`config.mk`:
```
export PLATFORM = sky130hd
export DESIGN_NAME = dispatch_ctrl_flat
export DESIGN_NICKNAME = d
export VERILOG_FILES = /design/src/rtl/dispatch_ctrl_pkg.sv /design/src/rtl/dispatch_ctrl_if.sv /design/src/rtl/dispatch_classify.sv /design/src/rtl/dispatch_ctrl.sv /design/src/flat_wrapper.sv
export SDC_FILE = /design/constraint.sdc
export NUM_CORES = 1
export LEC_CHECK = 0
export ABC_AREA = 1
export BUFFER_PORTS_ARGS = -buffer_cell sky130_fd_sc_hd__buf_2
export CAP_MARGIN = 10
export CORE_ASPECT_RATIO = 0.8
export CORE_MARGIN = 10
export CORE_UTILIZATION = 56
export DETAILED_ROUTE_END_ITERATION = 16
export PLACE_DENSITY_LB_ADDON = 0.2
export SETUP_SLACK_MARGIN = 0.4
export SYNTH_ARGS = -nofsm -noshare
export SYNTH_HDL_FRONTEND = slang
export SYNTH_HIERARCHICAL = 1
export SYNTH_SLANG_ARGS = --single-unit
```
`constraint.sdc`:
```
create_clock -name clk -period 4.3 [get_ports clk]
set_input_delay 0 -clock clk [delete_from_list [all_inputs] [get_ports clk]]
set_output_delay 0 -clock clk [all_outputs]
set_load 0.03 [all_outputs]
```
`src/rtl/dispatch_ctrl_pkg.sv`:
```
// Shared constants for the dispatch controller: data width, RV32I opcodes,
// dispatch class codes and the controller state encoding.
package dispatch_ctrl_pkg;

    localparam int                    DATA_WIDTH = 32;
    localparam logic [DATA_WIDTH-1:0] ZERO_DATA  = '0;

    localparam logic [6:0] LUI     = 7'b0110111;
    localparam logic [6:0] AUIPC   = 7'b0010111;
    localparam logic [6:0] JAL     = 7'b1101111;
    localparam logic [6:0] JALR    = 7'b1100111;
    localparam logic [6:0] B_TYPE  = 7'b1100011;
    localparam logic [6:0] LI_TYPE = 7'b0000011;
    localparam logic [6:0] S_TYPE  = 7'b0100011;
    localparam logic [6:0] AI_TYPE = 7'b0010011;
    localparam logic [6:0] R_TYPE  = 7'b0110011;

    typedef enum logic [1:0] {
        CLS_RS  = 2'd0,
        CLS_LSB = 2'd1,
        CLS_ROB = 2'd2,
        CLS_ILL = 2'd3
    } cls_t;

    typedef enum logic [1:0] {
        ST_EMPTY = 2'd0,
        ST_ISSUE = 2'd1,
        ST_STALL = 2'd2
    } dstate_t;

endpackage

```
`src/rtl/dispatch_ctrl_if.sv`:
```
// Fetcher-side push channel and decoder-side dispatch channel of dispatch_ctrl.
interface dispatch_ctrl_if;
    import dispatch_ctrl_pkg::*;

    logic                  in_fetch_valid;
    logic [DATA_WIDTH-1:0] in_fetch_instr;
    logic [DATA_WIDTH-1:0] in_fetch_pc;
    logic                  out_fetch_full;
    logic                  out_dec_valid;
    logic [DATA_WIDTH-1:0] out_dec_instr;
    logic [DATA_WIDTH-1:0] out_dec_pc;

    modport master (
        output in_fetch_valid, in_fetch_instr, in_fetch_pc,
        input  out_fetch_full, out_dec_valid, out_dec_instr, out_dec_pc
    );

    modport slave (
        input  in_fetch_valid, in_fetch_instr, in_fetch_pc,
        output out_fetch_full, out_dec_valid, out_dec_instr, out_dec_pc
    );

endinterface

```
`src/rtl/dispatch_classify.sv`:
```
// Combinational opcode classifier: maps an instruction word to the unit that
// must accept it. Also used by the fetcher for predecode.
module dispatch_classify
    import dispatch_ctrl_pkg::*;
(
    input  logic [DATA_WIDTH-1:0] instr,
    output cls_t                  cls
);

    logic [6:0] opcode;
    logic       unused_upper;

    assign opcode       = instr[6:0];
    assign unused_upper = ^instr[DATA_WIDTH-1:7];

    always_comb begin
        cls = CLS_ILL;
        case (opcode)
            LI_TYPE, S_TYPE:                        cls = CLS_LSB;
            LUI, AUIPC:                             cls = CLS_ROB;
            AI_TYPE, R_TYPE, B_TYPE, JALR, JAL:     cls = CLS_RS;
            default:                                cls = CLS_ILL;
        endcase
    end

endmodule

```
`src/rtl/dispatch_ctrl.sv`:
```
// Instruction dispatch controller: fetch FIFO, head classification and gated
// release to the decoder. Optional statistics counters under DISPATCH_STAT_EN.
module dispatch_ctrl
    import dispatch_ctrl_pkg::*;
#(
    parameter int DEPTH  = 16,
    parameter int ADDR_W = 4
) (
    input  logic           clk,
    input  logic           rst,
    input  logic           rdy,
    dispatch_ctrl_if.slave bus,
    input  logic           in_rob_full,
    input  logic           in_rs_full,
    input  logic           in_lsb_full,
    input  logic           in_flush
`ifdef DISPATCH_STAT_EN
    ,
    output logic [31:0]    out_stat_issued,
    output logic [31:0]    out_stat_rob_stall,
    output logic [31:0]    out_stat_unit_stall
`endif
);

    localparam logic [ADDR_W:0]   FULL_CNT = (ADDR_W+1)'(DEPTH);
    localparam logic [ADDR_W:0]   ONE_CNT  = (ADDR_W+1)'(1);
    localparam logic [ADDR_W-1:0] ONE_PTR  = ADDR_W'(1);

    logic [DATA_WIDTH-1:0] mem_instr [DEPTH];
    logic [DATA_WIDTH-1:0] mem_pc    [DEPTH];
    logic [ADDR_W-1:0]     head;
    logic [ADDR_W-1:0]     tail;
    logic [ADDR_W:0]       count;
    logic [ADDR_W:0]       count_next;
    dstate_t               state;
    logic                  dec_valid;
    logic [DATA_WIDTH-1:0] dec_instr;
    logic [DATA_WIDTH-1:0] dec_pc;
    cls_t                  head_cls;
    logic                  full;
    logic                  has_head;
    logic                  unit_free;
    logic                  issue;
    logic                  drop;
    logic                  push;
    logic                  pop;
    logic                  unused_state_probe;

    dispatch_classify u_classify (
        .instr (mem_instr[head]),
        .cls   (head_cls)
    );

    assign full     = (count == FULL_CNT);
    assign has_head = (count != '0);

    always_comb begin
        unit_free = 1'b0;
        case (head_cls)
            CLS_ROB: unit_free = 1'b1;
            CLS_RS:  unit_free = !in_rs_full;
            CLS_LSB: unit_free = !in_lsb_full;
            default: unit_free = 1'b0;
        endcase
    end

    // Illegal heads are discarded regardless of back-pressure so they never block the queue.
    assign issue = has_head && !in_rob_full && unit_free;
    assign drop  = has_head && (head_cls == CLS_ILL);
    assign pop   = issue || drop;
    assign push  = bus.in_fetch_valid && !full;

    always_comb begin
        count_next = count;
        if (push && !pop) begin
            count_next = count + ONE_CNT;
        end else if (pop && !push) begin
            count_next = count - ONE_CNT;
        end
    end

    always_ff @(posedge clk) begin
        if (rdy && !in_flush && push) begin
            mem_instr[tail] <= bus.in_fetch_instr;
            mem_pc[tail]    <= bus.in_fetch_pc;
        end
    end

    always_ff @(posedge clk or posedge rst) begin
        if (rst) begin
            head      <= '0;
            tail      <= '0;
            count     <= '0;
            state     <= ST_EMPTY;
            dec_valid <= 1'b0;
            dec_instr <= ZERO_DATA;
            dec_pc    <= ZERO_DATA;
        end else if (rdy) begin
            if (in_flush) begin
                head      <= '0;
                tail      <= '0;
                count     <= '0;
                state     <= ST_EMPTY;
                dec_valid <= 1'b0;
                dec_instr <= ZERO_DATA;
                dec_pc    <= ZERO_DATA;
            end else begin
                if (push) tail <= tail + ONE_PTR;
                if (pop)  head <= head + ONE_PTR;
                count     <= count_next;
                dec_valid <= issue;
                dec_instr <= issue ? mem_instr[head] : ZERO_DATA;
                dec_pc    <= issue ? mem_pc[head]    : ZERO_DATA;
                if (issue)                 state <= ST_ISSUE;
                else if (count_next == '0) state <= ST_EMPTY;
                else                       state <= ST_STALL;
            end
        end else begin
            // Clearing valid/instr while frozen keeps the decoder from re-dispatching the held word.
            dec_valid <= 1'b0;
            dec_instr <= ZERO_DATA;
        end
    end

    // The state register exists for debug probing only; nothing downstream consumes it.
    assign unused_state_probe = ^state;

    assign bus.out_fetch_full = full;
    assign bus.out_dec_valid  = dec_valid;
    assign bus.out_dec_instr  = dec_instr;
    assign bus.out_dec_pc     = dec_pc;

`ifdef DISPATCH_STAT_EN
    logic rob_stall;
    logic unit_stall;

    assign rob_stall  = has_head && in_rob_full;
    assign unit_stall = has_head && !in_rob_full && !unit_free && !drop;

    always_ff @(posedge clk or posedge rst) begin
        if (rst) begin
            out_stat_issued     <= '0;
            out_stat_rob_stall  <= '0;
            out_stat_unit_stall <= '0;
        end else if (rdy && !in_flush) begin
            if (issue)      out_stat_issued     <= out_stat_issued + 32'd1;
            if (rob_stall)  out_stat_rob_stall  <= out_stat_rob_stall + 32'd1;
            if (unit_stall) out_stat_unit_stall <= out_stat_unit_stall + 32'd1;
        end
    end
`endif

endmodule

```
`src/flat_wrapper.sv`:
```
// flat-port wrapper written by rule: the top's interface ports become plain ports
module dispatch_ctrl_flat import dispatch_ctrl_pkg::*;
#(
    parameter int DEPTH  = 16,
    parameter int ADDR_W = 4
)
  (clk, rst, rdy, in_rob_full, in_rs_full, in_lsb_full, in_flush, bus_in_fetch_valid, bus_in_fetch_instr, bus_in_fetch_pc, bus_out_fetch_full, bus_out_dec_valid, bus_out_dec_instr, bus_out_dec_pc);
  dispatch_ctrl_if bus_i ();
  input  logic clk;
  input  logic rst;
  input  logic rdy;
  input  logic in_rob_full;
  input  logic in_rs_full;
  input  logic in_lsb_full;
  input  logic in_flush;
  input wire logic [$bits(bus_i.in_fetch_valid)-1:0] bus_in_fetch_valid;
  input wire logic [$bits(bus_i.in_fetch_instr)-1:0] bus_in_fetch_instr;
  input wire logic [$bits(bus_i.in_fetch_pc)-1:0] bus_in_fetch_pc;
  output wire logic [$bits(bus_i.out_fetch_full)-1:0] bus_out_fetch_full;
  output wire logic [$bits(bus_i.out_dec_valid)-1:0] bus_out_dec_valid;
  output wire logic [$bits(bus_i.out_dec_instr)-1:0] bus_out_dec_instr;
  output wire logic [$bits(bus_i.out_dec_pc)-1:0] bus_out_dec_pc;
  assign bus_i.in_fetch_valid = bus_in_fetch_valid;
  assign bus_i.in_fetch_instr = bus_in_fetch_instr;
  assign bus_i.in_fetch_pc = bus_in_fetch_pc;
  assign bus_out_fetch_full = bus_i.out_fetch_full;
  assign bus_out_dec_valid = bus_i.out_dec_valid;
  assign bus_out_dec_instr = bus_i.out_dec_instr;
  assign bus_out_dec_pc = bus_i.out_dec_pc;
  dispatch_ctrl #(.DEPTH(DEPTH), .ADDR_W(ADDR_W)) u_core (.clk(clk), .rst(rst), .rdy(rdy), .bus(bus_i), .in_rob_full(in_rob_full), .in_rs_full(in_rs_full), .in_lsb_full(in_lsb_full), .in_flush(in_flush));
endmodule
```
After elaboration in Yosys (flattened, before gate mapping). Memories as Yosys holds them, arrays and structs flattened. Cells that the tools add are included.

Reductions and logical operators: 27. Equality and inequality tests: 13. Add/sub/neg operators: 4. Multiplexer cells: 18.

Operators with widths (count): two-way mux 32 bit (5); == test 7 x 6 -> 1 bit (second input constant) (3); == test 7 bit (second input constant) (3); two-way mux 4 bit (4); two-way mux 5 bit (3); == test 7 x 5 -> 1 bit (second input constant) (2); adder 4 x 1 -> 4 bit (second input constant) (2); logical AND 1 bit (8); == test 7 x 2 -> 1 bit (second input constant) (1); zero test 1 bit (7); one-hot mux 2 bit (3 select lines) (1); AND reduction 2 bit (3); adder 5 x 1 -> 5 bit (second input constant) (1); == test 5 bit (second input constant) (1); nonzero test 5 bit (1); OR reduction 5 bit (1); subtractor 5 x 1 -> 5 bit (second input constant) (1); == test 2 bit (second input constant) (2); two-way mux 1 bit (4); nonzero test 2 bit (2); OR reduction 2 bit (2); one-hot mux 1 bit (3 select lines) (1); nonzero test 3 bit (1); == test 2 x 1 -> 1 bit (second input constant) (1); other kinds (2) (2).

Output and inout bits: 66. Register bits: 78. Input bits: 72. Bits in writable memories: 1024. Memories: 2.

Memory list: u_core.mem_instr (depth 16, bits a word 32, rd ports 1, clocked after Yosys merged registers in 0, wr ports 1, line dispatch_ctrl.sv:29) `logic [DATA_WIDTH-1:0] mem_instr [DEPTH];`; u_core.mem_pc (depth 16, bits a word 32, rd ports 1, clocked after Yosys merged registers in 0, wr ports 1, line dispatch_ctrl.sv:30) `logic [DATA_WIDTH-1:0] mem_pc [DEPTH];`.

Longest topological paths before layout. Gate-level depths: netlist of run 1. An unclocked memory read counts as a cell.

Word-level depth: 12. Depth in mapped cells: 33. Depth with buffers taken out: 29.

Cells and area by module. The synthesis of run 1 kept the hierarchy.

Modules (own cells, without submodules): dispatch_ctrl (instances 1, cells an instance 3410, area an instance 43668.1 µm², seq. area each 32701.4 µm²); dispatch_classify (instances 1, cells an instance 16, area an instance 70.1 µm², seq. area each 0.0 µm²).

Worst setup path before layout of run 1. Ideal clock, no wire load.

Path type: register to register. From: reg u_core.count[0]. To: mem u_core.mem_instr[0][0] (enable). Data arrival time: 3.773 ns. Slack: 0.040 ns. Cell stages (with the launch flop): 7. Period minus slack after synthesis: 4.260 ns. Data required time: 3.813 ns. Path through: dfrtp_1 nor2_1 nand3_1 nand2_1 nor2_1 nand2_1 nor2_1.

Longest elaborated chain between the ends: 6.

Ends and longest elaborated chain: start: declaration (line dispatch_ctrl.sv:33) `logic [ADDR_W:0] count;`; start signal: assignment (line dispatch_ctrl.sv:110) `count <= count_next;`; == test 5 bit (line dispatch_ctrl.sv:54) `assign full = (count == FULL_CNT);`; zero test 1 bit (line dispatch_ctrl.sv:71) `assign push = bus.in_fetch_valid && !full;`; logical AND 1 bit (line dispatch_ctrl.sv:71); logical AND 1 bit (line dispatch_ctrl.sv:83) `if (rdy && !in_flush && push) begin`; two-way mux 1 bit (line dispatch_ctrl.sv:83); two-way mux 1 bit (not written as such) (line dispatch_ctrl.sv:84) `mem_instr[tail] <= bus.in_fetch_instr;`; end: declaration (line dispatch_ctrl.sv:29).

Every way passes these cells.

Final worst setup path of run 1.
From: reg u_core.head[0]. To: reg u_core.dec_pc[24], in the netlist u_core/bus.out_dec_pc[24].

Longest elaborated chain between the ends: 9. Elaborated cells on any way between the ends: 22. Classes of those cells: eq/ne: 11; mux: 4; reduce/logical: 5; memory: 2.

Ends and longest elaborated chain: start: declaration (line dispatch_ctrl.sv:31) `logic [ADDR_W-1:0] head;`; start signal: assignment (line dispatch_ctrl.sv:109) `if (pop) head <= head + ONE_PTR;`; memory read (16 x 32 bit); == test 7 x 5 -> 1 bit (tied with other cells) (line dispatch_classify.sv:18) `case (opcode)`; OR reduction 5 bit or OR reduction 2 bit (tied branches) (line dispatch_classify.sv:18); one-hot mux 2 bit (3 select lines) (line dispatch_classify.sv:18); == test 2 x 1 -> 1 bit (tied with other cells) (line dispatch_ctrl.sv:59) `case (head_cls)`; one-hot mux 1 bit (3 select lines) (line dispatch_ctrl.sv:59); logical AND 1 bit (line dispatch_ctrl.sv:68) `assign issue = has_head && !in_rob_full && unit_free;`; two-way mux 32 bit (*) (line dispatch_ctrl.sv:113) `dec_pc <= issue ? mem_pc[head] : ZERO_DATA;`; two-way mux 32 bit (*) (line dispatch_ctrl.sv:99) `if (in_flush) begin`; end signal: assignment (line dispatch_ctrl.sv:113); end: declaration (line dispatch_ctrl.sv:38) `logic [DATA_WIDTH-1:0] dec_pc;`.

Mark *: on every way between the ends. The rest lies on a longest branch, timed or not. A chain may end at the register's enable or synchronous reset.

==> results.toml, run 1 <==
[drt]
post-route-drc-count = 0
route.detailed.vias_per_inst = 5.98
first_iter_violations = 3255
dr.pass1.iters = 6
routed-via-count = 27900
drt.antenna.violating_nets = 0
route.final.wire_length_mm = 109
wire_per_inst_um = 23.3

[logic_synthesis]
synth.avg_cell_area_sq_um = 12.8
synth_warnings = 6
synth_fp_nets = 3483
syn_inst = 3401
mappedNetlistArea_sq_um = 43600

[finish]
post-route-util = 0.640
postLayoutCellArea_sq_um = 49400
layout.cells.most_common = "sky130_fd_sc_hd__edfxtp_1"
layout_cell_share_with_drive_strength_beyond_1 = 0.108
fin_nets = 3636
layout_common_cells = "1024 x sky130_fd_sc_hd__edfxtp_1, 629 x sky130_fd_sc_hd__nand2_1, 557 x sky130_fd_sc_hd__nand3_1"
fin_cells = 4669
nFillCells = 5619
syn_to_final_growth_pct = 13.1

[die]
floorplan.die_area_sq_um = 89600
design.portCount = 138
initial_core_util = 0.565
chipWidth_um = 332
placementRows = 91
design.core.area_sq_um = 77200
die_y_um = 270

[global_routing]
grt_first_pass_wirelength_mm = 164
overflow = 0
grt_antenna_before_repair = 7
global_route_usage_over_all_layers = 0.235
grt_pass1_vias = 26600
grt_start_max_net_pins = 233

[critical_path]
critPathSlowestCell = "sky130_fd_sc_hd__buf_4"
timing.setup.critical_path_class = "flip-flop to flip-flop"
worst_setup_path_startpoint = "u_core/head[0]"
r2r-start = "u_core/head[0]"
critPathLaunchType = "flip-flop"
endpoint_kind = "flip-flop"
crit_fanout = 225
worst_path_most_repeated_cell = "sky130_fd_sc_hd__nand3_1"
cp.buffers_inverters = 3
timing.critical_path.required_ns = 4.91
critical_path.cell_chain = "clkbuf_16 > buf_12 > buf_4 > nand2_1 > nand3_1 > nand3_1 > nand3_1 > nand3_1 > nand2_1"
crit_arrival_ns = 4.43
worst_path_largest_cell_delay_ns = 1.01
crit_family = "buffers and inverters"

[clock_tree]
clkSinkCount = 1102
path_clk_slew_ns = 0.06
clk_root_buffer_cell = "sky130_fd_sc_hd__clkbuf_16"
number_of_buffers_created_by_cts = 103
insertion_delay_ns = 0.67
cts.path.max_buffers = 3
cts_tree = "yes"
htree_num_levels = 3

[job]
max-cap-violations = 0

[run_status]
run_status = "finished clean"

[worst_hold_path]
hold_class = "primary input to flip-flop"
hold_path.startpoint = "in_rs_full"

[placed_design]
dpl-instance-area_sq_um = 45100
place.detailed.instances = 4398
dp_hpwl_mm = 52.4
finalWeightedCongestion = 0.797
portBuffers = 137

[sta]
final_min_period_over_clock_period = 0.889
grt_setup_unrepaired = "no"
max_freq_ghz = 0.261
drv_slew = 0
hold_viol_final = 0
timing.hold.ws_ns = 0.102
skew_ns = 0.0280
slew-limit-headroom = 0.131
final_period_minus_worst_setup_slack_ns = 3.82
setup_viol = 0
tightestPinTransition_ns = 1.30
fin_setup_tns_ns = 0

[power_and_ir_drop]
vdd.ir_drop.worst_v = 0.000437
p_leak_nw = 17.4
powerDensity_nw_per_um2 = 545
[routing by layer]
| layer | wire length [um] | GRT usage | share of wire |
|---|---|---|---|
| met5 | 47 | 0 | 0.00043 |
| met4 | 2650 | 0.0656 | 0.024 |
| met3 | 9710 | 0.0417 | 0.089 |
| met2 | 51500 | 0.372 | 0.47 |
| met1 | 44800 | 0.334 | 0.41 |
[power by group]
part / internal [mW] / total (mW) / switching, mW
clock: 5.35 / 9.27 / 3.92
sequential: 11.9 / 12.0 / 0.117
combinational: 1.73 / 5.68 / 3.95
total: 18.9 / 26.9 / 7.99
[cell type report]
| cell class | count | area [sq um] | share of cell area |
|---|---|---|---|
| flip-flops and latches | 1102 | 32700 | 0.663 |
| multi-input cells | 1986 | 9460 | 0.192 |
| clock buffers | 133 | 2800 | 0.0568 |
| repair buffers | 272 | 2070 | 0.0419 |
| well taps | 1023 | 1280 | 0.0259 |
| clock inverters | 61 | 678 | 0.0137 |
| inverters | 89 | 362 | 0.00732 |
| diodes | 3 | 7.51 | 0.000152 |
[what timing repair did]
item                       in CTS  in global routing
buffers inserted                0                  2
hold endpoints to repair     1092                  0
resized for setup               0                  6
setup endpoints to repair       0                  5
hold buffers                   71                  0
[registers in the layout (all words and copies together), names as in the netlist]
signal and count:
u_core/bus.out_dec_instr 32, u_core/bus.out_dec_pc 32, u_core/bus.out_dec_valid 1, u_core/count 5
u_core/head 4, u_core/mem_instr 512, u_core/mem_pc 512, u_core/tail 4
[tightest hold or removal path: cells and delay by family]
family / cells / cell delay, ns
AOI/OAI and AO/OA: 1 / 0.08
buffers and inverters: 2 / 0.11
and+or+nand+nor: 5 / 0.52
[per-stage QoR]
stage          worst slack, ns  power, mW
4_1_cts                  0.413       26.9
6_report                 0.475       26.9
2_1_floorplan           0.0401       16.5
5_1_grt                  0.399       28.2
3_3_place_gp             0.491       17.5
3_5_place_dp             0.443       17.6
[worst paths after layout]
path / endpoint / slack [ns] / cells after the start
worst max register to register: u_core/bus.out_dec_pc[24] / 0.48 / 9
worst max-delay path: u_core/bus.out_dec_pc[24] / 0.48 / 9
worst min-delay path: u_core/head[1] / 0.10 / 8
min in group asynchronous: u_core/count[4] / 0.12 / 3
max in group asynchronous: u_core/head[2] / 3.07 / 4
worst min register to register: u_core/bus.out_dec_pc[31] / 0.48 / 2
Power figures use the tool's default switching activity.
==> run 2: changes to the inputs <==
Settings changed: GPL_TIMING_DRIVEN set to 0.
==> results.toml, run 2 (synthesized netlist as in run 1, its figures left out) <==
[drt]
route.final.wire_length_mm = 128
routed-via-count = 30200
route.detailed.vias_per_inst = 6.17
first_iter_violations = 4472
wire_per_inst_um = 26.2
drt.antenna.violating_nets = 0
post-route-drc-count = 0
dr.pass1.iters = 5

[die]
die_y_um = 270
placementRows = 91
design.portCount = 138
initial_core_util = 0.565
floorplan.die_area_sq_um = 89600
chipWidth_um = 332
design.core.area_sq_um = 77200

[critical_path]
worst_path_most_repeated_cell = "sky130_fd_sc_hd__nand2_1"
crit_arrival_ns = 4.37
critPathLaunchType = "flip-flop"
timing.setup.critical_path_class = "flip-flop to flip-flop"
endpoint_kind = "flip-flop"
worst_path_largest_cell_delay_ns = 0.41
timing.critical_path.required_ns = 4.90
critPathSlowestCell = "sky130_fd_sc_hd__dfrtp_1"
crit_fanout = 10

[finish]
layout_common_cells = "1024 x sky130_fd_sc_hd__edfxtp_1, 629 x sky130_fd_sc_hd__nand2_1, 555 x sky130_fd_sc_hd__nand3_1"
regArea_sq_um = 32700
layout_cell_share_with_drive_strength_beyond_1 = 0.137
post-route-util = 0.665
reg_top3 = "u_core/mem_instr: 512 flops, u_core/mem_pc: 512 flops"
fin_cells = 4893
syn_to_final_growth_pct = 17.6
combined_area_of_the_multi_input_logic_cells_sq_um = 9520
layout.cells.most_common = "sky130_fd_sc_hd__edfxtp_1"
nFillCells = 5454
fin_nets = 3861

[sta]
max_freq_ghz = 0.265
slew-limit-headroom = 0.180
setup_viol = 0
tightestPinTransition_ns = 1.23
hold_viol_final = 0
final_min_period_over_clock_period = 0.877
drv_slew = 0
postLayoutSetupSlackWorst_ns = 0.527
skew_ns = 0.0268
grt_setup_unrepaired = "no"
final_period_minus_worst_setup_slack_ns = 3.77

[global_routing]
grt_pass1_vias = 27800
grt_start_max_net_pins = 48
global_route_usage_over_all_layers = 0.276
grt_first_pass_wirelength_mm = 185
overflow = 0
grt_antenna_before_repair = 2

[clock_tree]
cts.path.max_buffers = 3
insertion_delay_ns = 0.66
number_of_buffers_created_by_cts = 102
cts_tree = "yes"
clk_root_buffer_cell = "sky130_fd_sc_hd__clkbuf_16"
clkSinkCount = 1102
path_clk_slew_ns = 0.06
htree_num_levels = 3

[placed_design]
dp_hpwl_mm = 84.1
finalWeightedCongestion = 0.844
portBuffers = 137
place.detailed.instances = 4609
dp_worst_setup_slack_ns = -0.770

[power_and_ir_drop]
powerDensity_nw_per_um2 = 557
p_leak_nw = 18.4
vdd.ir_drop.worst_v = 0.000441

[worst_hold_path]
hold_class = "primary input to flip-flop"

[run_status]
run_status = "finished clean"

[job]
max-cap-violations = 0
## run 2: cell types whose count changed in the layout (fill, tap and decap cells not counted), moves of 5 or more
cell,before,now
sky130_fd_sc_hd__clkbuf_8,7,17
sky130_fd_sc_hd__clkbuf_2,0,16
sky130_fd_sc_hd__clkbuf_1,21,105
sky130_fd_sc_hd__clkbuf_4,0,11
sky130_fd_sc_hd__buf_6,1,34
sky130_fd_sc_hd__buf_16,1,18
sky130_fd_sc_hd__bufinv_16,12,6
sky130_fd_sc_hd__buf_4,49,56
sky130_fd_sc_hd__buf_2,137,171
sky130_fd_sc_hd__buf_12,12,37
sky130_fd_sc_hd__buf_1,0,14
sky130_fd_sc_hd__clkinv_1,15,10
sky130_fd_sc_hd__clkinv_2,21,12
## run 2: critical path, delay by kind of cell, from the launching register on
family / cells / cell delay, ns
AOI/OAI and AO/OA: 1 / 0.34
xor gates and xnor gates: 1 / 0.16
adders and majority gates: 1 / 0.26
buffers and inverters: 9 / 1.07
DFF: 1 / 0.41
and+or+nand+nor: 16 / 1.47
## run 2: path summary, 6_finish.rpt
kind                                                from                            to  slack (ns)  cells past startpoint
worst max-delay path                      u_core/head[0]               u_core/count[3]        0.53                     28
worst min-delay path                          in_rs_full   u_core/bus.out_dec_instr[2]        0.13                      8
worst max register to register            u_core/head[0]               u_core/count[3]        0.53                     28
worst min register to register  u_core/bus.out_dec_pc[7]      u_core/bus.out_dec_pc[7]        0.47                      2
max in group asynchronous                            rst  u_core/bus.out_dec_instr[27]        3.12                      5
min in group asynchronous                            rst               u_core/count[1]        0.49                      4
## run 2: area by class of cell
| class | count | area share |
|---|---|---|
| diodes | 3 | 0.000146 |
| clock inverters | 32 | 0.00644 |
| multi-input cells | 1986 | 0.185 |
| well taps | 1023 | 0.0249 |
| plain buffers | 224 | 0.0293 |
| inverters | 89 | 0.00671 |
| repair buffers | 274 | 0.0516 |
| flip-flops and latches | 1102 | 0.637 |
| clock buffers | 160 | 0.0581 |
## run 2: what timing repair did
action | 4_1_cts | 5_1_grt
endpoints found under the hold margin | 1117 | 4
setup buffers | 0 | 16
gates resized for setup | 64 | 64
hold buffers | 69 | 1
endpoints found under the setup margin | 74 | 63
cloned | 0 | 3
pin swaps | 1 | 17
## run 2: per-stage QoR
stage	setup TNS (ns)	power [mW]	area, sq um	hold WS (ns)
2_1_floorplan	0	16.5	43600	0.0989
3_3_place_gp	-3569.41	18.9	45600	0.337
3_5_place_dp	-32.28	19.1	46800	0.0601
4_1_cts	0	28.1	51000	0.0294
5_1_grt	0	29.6	51300	0.165
6_report	0	28.6	51300	0.133
## run 2: metal layers
metal,part of all wire,track usage,up-vias
met2,0.44,0.404,2160
met5,0.00010,0,-
met1,0.40,0.411,14800
met3,0.14,0.0657,207
met4,0.025,0.0722,2
li1,-,-,13100
## run 2: where the power goes
| group | internal [mW] | total (mW) | switching (mW) |
|---|---|---|---|
| clock network | 5.12 | 8.97 | 3.84 |
| logic | 2.38 | 7.68 | 5.29 |
| registers | 11.9 | 11.9 | 0.0637 |
| total | 19.4 | 28.6 | 9.20 |
